[config.mk]
export PLATFORM = sky130hd
export DESIGN_NAME = multi_chan_combiner
export DESIGN_NICKNAME = d
export VERILOG_FILES = /design/src/rtl/comb_pkg.sv /design/src/rtl/chan_fifo.sv /design/src/rtl/multi_chan_combiner.sv
export SDC_FILE = /design/constraint.sdc
export NUM_CORES = 1
export LEC_CHECK = 0
export CAP_MARGIN = 30
export CORE_ASPECT_RATIO = 0.75
export CORE_UTILIZATION = 51
export DETAILED_ROUTE_END_ITERATION = 6
export GPL_ROUTABILITY_DRIVEN = 0
export GPL_TIMING_DRIVEN = 1
export HOLD_SLACK_MARGIN = 0.12
export PLACE_DENSITY = 0.72
export SYNTH_ARGS = -nofsm -noshare
export SYNTH_HDL_FRONTEND = slang
export SYNTH_SLANG_ARGS = --single-unit
[constraint.sdc]
create_clock -name clk -period 3.9 [get_ports clk]
set_input_delay 0.78 -clock clk [delete_from_list [all_inputs] [get_ports clk]]
set_output_delay 0.78 -clock clk [all_outputs]
set_load 0.005 [all_outputs]
[src/rtl/comb_pkg.sv]
// Shared definitions for the multi-channel combiner: operation encoding.
package comb_pkg;

  localparam int unsigned OP_W = 2;

  typedef enum logic [OP_W-1:0] {
    OP_XOR = 2'd0,
    OP_AND = 2'd1,
    OP_OR  = 2'd2,
    OP_ADD = 2'd3
  } op_e;

endpackage

[src/rtl/chan_fifo.sv]
// Per-channel synchronous FIFO: one word in, one word out per cycle,
// occupancy reported as fill. Push is ignored when full, pop when empty.
module chan_fifo #(
  parameter int unsigned WIDTH = 8,
  parameter int unsigned DEPTH = 4
) (
  input  logic                     clk,
  input  logic                     reset,
  input  logic                     push,
  input  logic [WIDTH-1:0]         push_data,
  input  logic                     pop,
  output logic [WIDTH-1:0]         head,
  output logic                     empty,
  output logic                     full,
  output logic [$clog2(DEPTH):0]   fill
);

  localparam int unsigned AW = $clog2(DEPTH);
  localparam logic [AW:0] FULL_CNT = (AW+1)'(DEPTH);

  logic [WIDTH-1:0] mem [DEPTH];
  logic [AW-1:0]    wr_ptr;
  logic [AW-1:0]    rd_ptr;
  logic [AW:0]      count;
  logic             do_push;
  logic             do_pop;

  assign empty   = (count == '0);
  assign full    = (count == FULL_CNT);
  assign do_push = push & ~full;
  assign do_pop  = pop & ~empty;
  assign head    = mem[rd_ptr];
  assign fill    = count;

  // Storage write and pointer/occupancy bookkeeping; pointers wrap naturally.
  always_ff @(posedge clk) begin
    if (reset) begin
      wr_ptr <= '0;
      rd_ptr <= '0;
      count  <= '0;
    end else begin
      if (do_push) begin
        mem[wr_ptr] <= push_data;
        wr_ptr      <= wr_ptr + 1'b1;
      end
      if (do_pop) begin
        rd_ptr <= rd_ptr + 1'b1;
      end
      case ({do_push, do_pop})
        2'b10:   count <= count + 1'b1;
        2'b01:   count <= count - 1'b1;
        default: count <= count;
      endcase
    end
  end

endmodule

[src/rtl/multi_chan_combiner.sv]
// NCH buffered input streams combined word-by-word into one registered
// output under a run-time selectable XOR/AND/OR/ADD fold.
module multi_chan_combiner
  import comb_pkg::*;
#(
  parameter int unsigned WIDTH = 8,
  parameter int unsigned NCH   = 2,
  parameter int unsigned DEPTH = 4
) (
  input  logic                                clk,
  input  logic                                reset,
  input  logic [NCH*WIDTH-1:0]                in_data,
  input  logic [NCH-1:0]                      in_enable,
  output logic [NCH-1:0]                      in_ready,
  input  logic [OP_W-1:0]                     op_mode,
  output logic [WIDTH-1:0]                    Y_data,
  output logic                                Y_enable,
  input  logic                                Y_ready,
  output logic [NCH*($clog2(DEPTH)+1)-1:0]    fill
);

  localparam int unsigned FW = $clog2(DEPTH) + 1;

  logic [NCH-1:0]            empty;
  logic [NCH-1:0]            full;
  logic [NCH-1:0][WIDTH-1:0] heads;
  logic                      fire;
  logic                      y_enable_q;
  logic [WIDTH-1:0]          y_data_q;
  logic [WIDTH-1:0]          result;
  op_e                       op_sel;

  assign op_sel = op_e'(op_mode);

  // All channels pop together; the output slot is free when empty or draining.
  assign fire = ~|empty & (~y_enable_q | Y_ready);

  for (genvar i = 0; i < NCH; i++) begin : g_chan
    chan_fifo #(
      .WIDTH (WIDTH),
      .DEPTH (DEPTH)
    ) u_fifo (
      .clk       (clk),
      .reset     (reset),
      .push      (in_enable[i]),
      .push_data (in_data[i*WIDTH +: WIDTH]),
      .pop       (fire),
      .head      (heads[i]),
      .empty     (empty[i]),
      .full      (full[i]),
      .fill      (fill[i*FW +: FW])
    );
    // Ready is purely occupancy-based so Y_ready never reaches in_ready.
    assign in_ready[i] = ~full[i] & ~reset;
  end

  // Fold all channel heads with the selected operation; ADD drops the carry.
  always_comb begin
    result = heads[0];
    for (int unsigned i = 1; i < NCH; i++) begin
      case (op_sel)
        OP_XOR:  result = result ^ heads[i];
        OP_AND:  result = result & heads[i];
        OP_OR:   result = result | heads[i];
        OP_ADD:  result = result + heads[i];
        default: result = result;
      endcase
    end
  end

  // Output register: load on fire, release once the consumer takes it.
  always_ff @(posedge clk) begin
    if (reset) begin
      y_enable_q <= 1'b0;
      y_data_q   <= '0;
    end else if (fire) begin
      y_enable_q <= 1'b1;
      y_data_q   <= result;
    end else if (Y_ready) begin
      y_enable_q <= 1'b0;
    end
  end

  assign Y_enable = y_enable_q;
  assign Y_data   = y_data_q;

endmodule
After elaboration in Yosys (flattened, before gate mapping)
Memories as Yosys holds them, arrays and structs flattened. A register that Yosys moved wholly into a read port is not among the register bits.
Cells that the tools add are included.
- eq/ne operators: 9
- $add $sub $neg: 9
- $mul: 0
- magnitude comparators: 0
- shift operators: 0
- reduce and logical (&&, ||, !) cells: 8
- bitwise operators: 17
- muxes and demuxes: 15
- divide/modulo/power cells: 0
- operators with widths (cell ; count):
    8-bit case mux with 4 select lines ; 1
    3-bit case mux with 2 select lines ; 2
    2-bit by 1-bit adder with 2-bit output, second input constant ; 4
    8-bit adder ; 1
    8-bit bitwise AND ; 1
    2-bit equality test, second input constant ; 4
    1-bit two-way mux ; 8
    2-bit two-way mux ; 4
    8-bit OR ; 1
    8-bit bitwise XOR ; 1
    1-bit bitwise AND ; 7
    3-bit by 1-bit adder with 3-bit output, second input constant ; 2
    2-bit by 1-bit equality test with 1-bit output, second input constant ; 3
    3-bit equality test, second input constant ; 2
    3-bit zero test ; 2
    1-bit inverter ; 6
    2-bit nonzero test ; 3
    3-bit by 1-bit subtractor with 3-bit output, second input constant ; 2
    2-bit zero test ; 1
    2-bit OR reduction ; 1
    1-bit zero test ; 1
    1-bit OR ; 1
- bits in latches: 0
- ROM bits: 0
- memory bits (writable): 64
- output and inout bits: 17
- memories kept: 2
- register bits: 23
- input bits: 23
- memories (memory ; depth ; bits a word ; rd ports ; clocked after memory_dff ; write ports ; line ; text):
    g_chan[0].u_fifo.mem ; 4 ; 8 ; 1 ; 1 ; 1 ; chan_fifo.sv:21 ; logic [WIDTH-1:0] mem [DEPTH];
    g_chan[1].u_fifo.mem ; 4 ; 8 ; 1 ; 1 ; 1 ; chan_fifo.sv:21 ;

Depth between registers and ports, before layout
- depth after elaboration: 7
- gate-level depth with buffers: 9
- depth with buffers taken out: 9

Modules after synthesis
Synthesis repeated with hierarchy kept, for this count alone.
- cells, all modules: 330
- area total of the unflattened synthesis: 4331.7 um2
- modules (own cells, without submodules) (module ; instances ; area an instance (um2) ; cells an instance):
    chan_fifo at g_chan[0].u_fifo ; 1 ; 1645.3 ; 96
    chan_fifo at g_chan[1].u_fifo ; 1 ; 1636.6 ; 96
    multi_chan_combiner ; 1 ; 1049.8 ; 138

Least setup slack after synthesis
OpenSTA, ideal clock, no wires.
- kind: reg2reg
- start point: register with a tool-made name
- end point: register y_data_q[4] (netlist: Y_data[4])
- stages on the path, launching flop included: 10
- path buffers: 1
- arrival time: 2713 ps
- setup time: 76 ps
- required time: 3824 ps
- period minus slack after synthesis: 2789 ps
- path slack: 1111 ps
- path through: dfxtp_1 > buf_2 > mux4_2 > ha_1 > fa_1 > a21oi_1 > o21bai_1 > xnor2_1 > mux4_2 > o22ai_1
- RTL lines (element ; line ; text):
    to (signal assigned) ; multi_chan_combiner.sv:78 ; y_data_q <= result;
    to (decl) ; multi_chan_combiner.sv:29 ; logic [WIDTH-1:0] y_data_q;

Worst setup path in the final report
- start point: input port reset
- end point: output port in_ready[1]
- word-level cells in the longest chain between the ends: 2
- RTL lines (element ; line ; text):
    from (decl) ; multi_chan_combiner.sv:11 ; input logic reset,
    1-bit inverter ; multi_chan_combiner.sv:54 ; assign in_ready[i] = ~full[i] & ~reset;
    1-bit bitwise AND ; multi_chan_combiner.sv:54 ;
    to (decl) ; multi_chan_combiner.sv:14 ; output logic [NCH-1:0] in_ready,
Every way passes these cells.

==> flow_metrics.py <==
metrics = {
    "run_status": {
        "status": "complete, no violations",
    },
    "layout": {
        "areaGrowthSynthToFinish_pct": 17.58,
        "diodes": 0,
        "fillerInstances": 647,
        "final_util": 0.6237,
        "drive_gt1_frac": 0.1093,
        "nNetsFinal": 413,
    },
    "sta": {
        "rsz0062_at_grt": "no",
        "drv_slew": 0,
        "fmax_mhz": 315.7,
        "slew_headroom": 0.4365,
        "tns_ns": 0,
        "tightest_slew_ns": 0.8425,
        "fin_crit_sh": 0.8123,
        "skew_ns": 0.01307,
        "fin_crit_ns": 3.168,
        "setup_viol": 0,
        "hold_violations": 0,
    },
    "yosys": {
        "postSynthAreaPerCell_um2": 13.13,
        "syn_nets": 372,
        "synth_cell_types": 38,
        "yosysWarningCount": 0,
        "synth_area_leaders": "edfxtp_1 (46%), dfxtp_1 (13%), mux4_2 (9.1%)",
        "synth_top_area_frac": 0.4576,
        "synth_largest_area_cell": "edfxtp_1",
        "synth_area_um2": 4200,
        "ys_seq_area_frac": 0.5862,
        "ys_ff_latch": 91,
        "synth_cells": 320,
    },
    "route": {
        "routed_via_density": 5.363,
        "ant_nets": 0,
        "vias": 2526,
        "routedWlPerCell_um": 16.48,
        "drt-initial-drc-count": 122,
        "drc_errors": 0,
        "firstDrtPassIters": 4,
        "finalWirelength_um": 7763,
    },
    "worst_setup_path": {
        "crit_top_cell": "clkdlybuf4s50_1",
        "worst_setup_path_end_kind": "output port",
        "critical_path_class": "in2out",
        "cpMaxStageDelayCell": "clkdlybuf4s50_1",
        "cp-start-kind": "input port",
        "critPathTopFamily": "buffers and inverters",
        "reg2reg_slack_ns": 1.00,
        "r2r-end": "Y_data[4]",
        "r2r_cells": 8,
        "slowest_delay_ns": 0.65,
        "cp.required_ns": 3.12,
        "critPathMaxFanout": 12,
        "path_depth": 3,
        "critPathArrivalTime_ns": 2.39,
        "path_buf_inv": 2,
        "crit_chain": "clkdlybuf4s50_1 > a21oi_1 > clkdlybuf4s50_1",
    },
    "worst_hold_path": {
        "hold_path_depth": 2,
        "hold_class": "reg2reg",
        "hold_end": "Y_data[4]",
        "min_from": "Y_data[4]",
    },
    "floorplan": {
        "coreArea_um2": 7918,
        "die_w_um": 106.8,
        "std_cell_rows": 28,
        "die-area_um2": 8607,
        "start_util": 0.5305,
        "io_pins": 40,
        "die-height_um": 80.60,
    },
    "flow_run": {
        "max-cap-violations": 0,
    },
    "pwr": {
        "finalPower_uw": 3068,
        "p_per_area_nw_per_um2": 621.2,
        "irDropWorstVdd_uv": 329.6,
        "p_leak_uw": 0.001798,
    },
    "clock_network": {
        "cts_buffers": 9,
        "insertion_delay_ns": 0.36,
        "cts_htree_levels": 3,
        "cts_tree": "yes",
        "postCtsHoldBufs": 0,
        "cts.sinks": 91,
        "postCtsSetupBuffers": 0,
        "cts_resized": 0,
        "clock-root-buffer": "clkbuf_8",
        "clk_pin_slew_worst_paths_ns": 0.08,
        "clock_path_buffers": 2,
    },
    "global_routing": {
        "grt_pass1_vias": 2522,
        "grt_usage": 0.1997,
        "grt_max_degree": 27,
        "grt.overflow.total": 0,
        "grt_pass1_wl_um": 12630,
        "antenna_found_initial": 0,
    },
    "placed_design": {
        "port-buffer-count": 39,
        "hpwl_um": 5639,
    },
}
logic make-up (layout without fill, tap and decap cells):
logic type,count (synthesis),after routing,share of synthesized area
fa+ha+maj,29,29,0.09175
flops,91,91,0.5862
xor+xnor,15,15,0.03128
simple gates,69,69,0.07715
mux,20,20,0.09890
buf+inv,46,92,0.04200
compound gates,50,50,0.07269
placed cells by master (no fill, tap or decap), drive strengths merged, types with 8 or more instances in the layout:
master          n
dfxtp          27
edfxtp         64
o21ai          11
nand2          15
clkdlybuf4s50  39
and3            8
nor2           28
a21oi          22
clkbuf         11
xnor2           8
ha             26
mux4           17
inv            35
final cells by class:
| class | count | area, um2 | share of cell area |
|---|---|---|---|
| clock buffers | 11 | 152.6 | 0.03091 |
| clock inverters | 5 | 81.33 | 0.01647 |
| inverters | 33 | 123.9 | 0.02508 |
| multi-input cells | 183 | 1567 | 0.3172 |
| flip-flops and latches | 91 | 2462 | 0.4986 |
| well taps | 105 | 131.4 | 0.02660 |
| repair buffers | 43 | 420.4 | 0.08513 |
where the power goes:
group	leakage, uW	internal, uW	switching, uW	total [uW]
clock	0.000117	403	325	728
sequential	0.000802	1160	94.1	1250
combinational	0.000879	541	544	1090
cell usage after synthesis:
cell      instances
edfxtp_1         64
inv_1            33
nor2_1           28
dfxtp_1          27
ha_1             26
a21oi_1          21
mux4_2           17
nand2_1          15
o21ai_0          11
and3_1            8
clkbuf_1          8
xnor2_1           8
a211oi_1          7
xor2_1            7
buf_2             3
fa_1              3
nand3_1           3
nor2b_1           3
nor3b_1           3
or3_1             3
a31oi_1           2
buf_1             2
mux2_2            2
nor3_1            2
a211o_1           1
a21oi_2           1
a311oi_2          1
a32o_1            1
and2_1            1
and4_1            1
mux2i_1           1
nand2b_1          1
nand4_1           1
o211ai_1          1
o21a_1            1
o21bai_1          1
o22ai_1           1
o32ai_1           1
flip-flops by register name, indices dropped and copies added (netlist names), named ones only:
register and flops:
g_chan.u_fifo.mem 64, Y_data 8, g_chan.u_fifo.wr_ptr 4, Y_enable 1, g_chan.u_fifo.rd_ptr 4, g_chan.u_fifo.fill 6
tightest hold or removal path, stage by stage, from the launching register on:
cell	delay [ns]
dfxtp_1	0.32
nand2_1	0.05
o22ai_1	0.07
worst max path at each step:
| stage | start | to | slack [ns] |
|---|---|---|---|
| floorplan | flop | Y_data[4] | 1.11 |
| global placement | reset | in_ready[0] | 0.80 |
| detailed placement | reset | in_ready[1] | 0.77 |
| CTS | reset | in_ready[1] | 0.75 |
| global route | reset | in_ready[1] | 0.60 |
| finish | reset | in_ready[1] | 0.73 |
per-layer routing:
metal,GRT usage,vias to the layer above,part of all wire
met2,0.3032,63,0.47
li1,-,1228,-
met4,0.04658,0,0.0031
met5,0,-,0
met3,0.06250,4,0.055
met1,0.2809,1231,0.47
stage by stage:
| step | hold slack (ns) | cells | setup slack [ns] | cell area (um2) |
|---|---|---|---|---|
| after CTS | 0.4960 | 471 | 0.7538 | 4938 |
| after global placement | 0.4583 | 455 | 0.8016 | 4705 |
| after detailed placement | 0.4858 | 455 | 0.7703 | 4705 |
| final | 0.4898 | 471 | 0.7320 | 4938 |
| after global routing | 0.5101 | 471 | 0.6030 | 4938 |
| after floorplan | 0.4629 | 320 | 1.111 | 4200 |
Note: power is estimated with default switching activity, not from simulation.
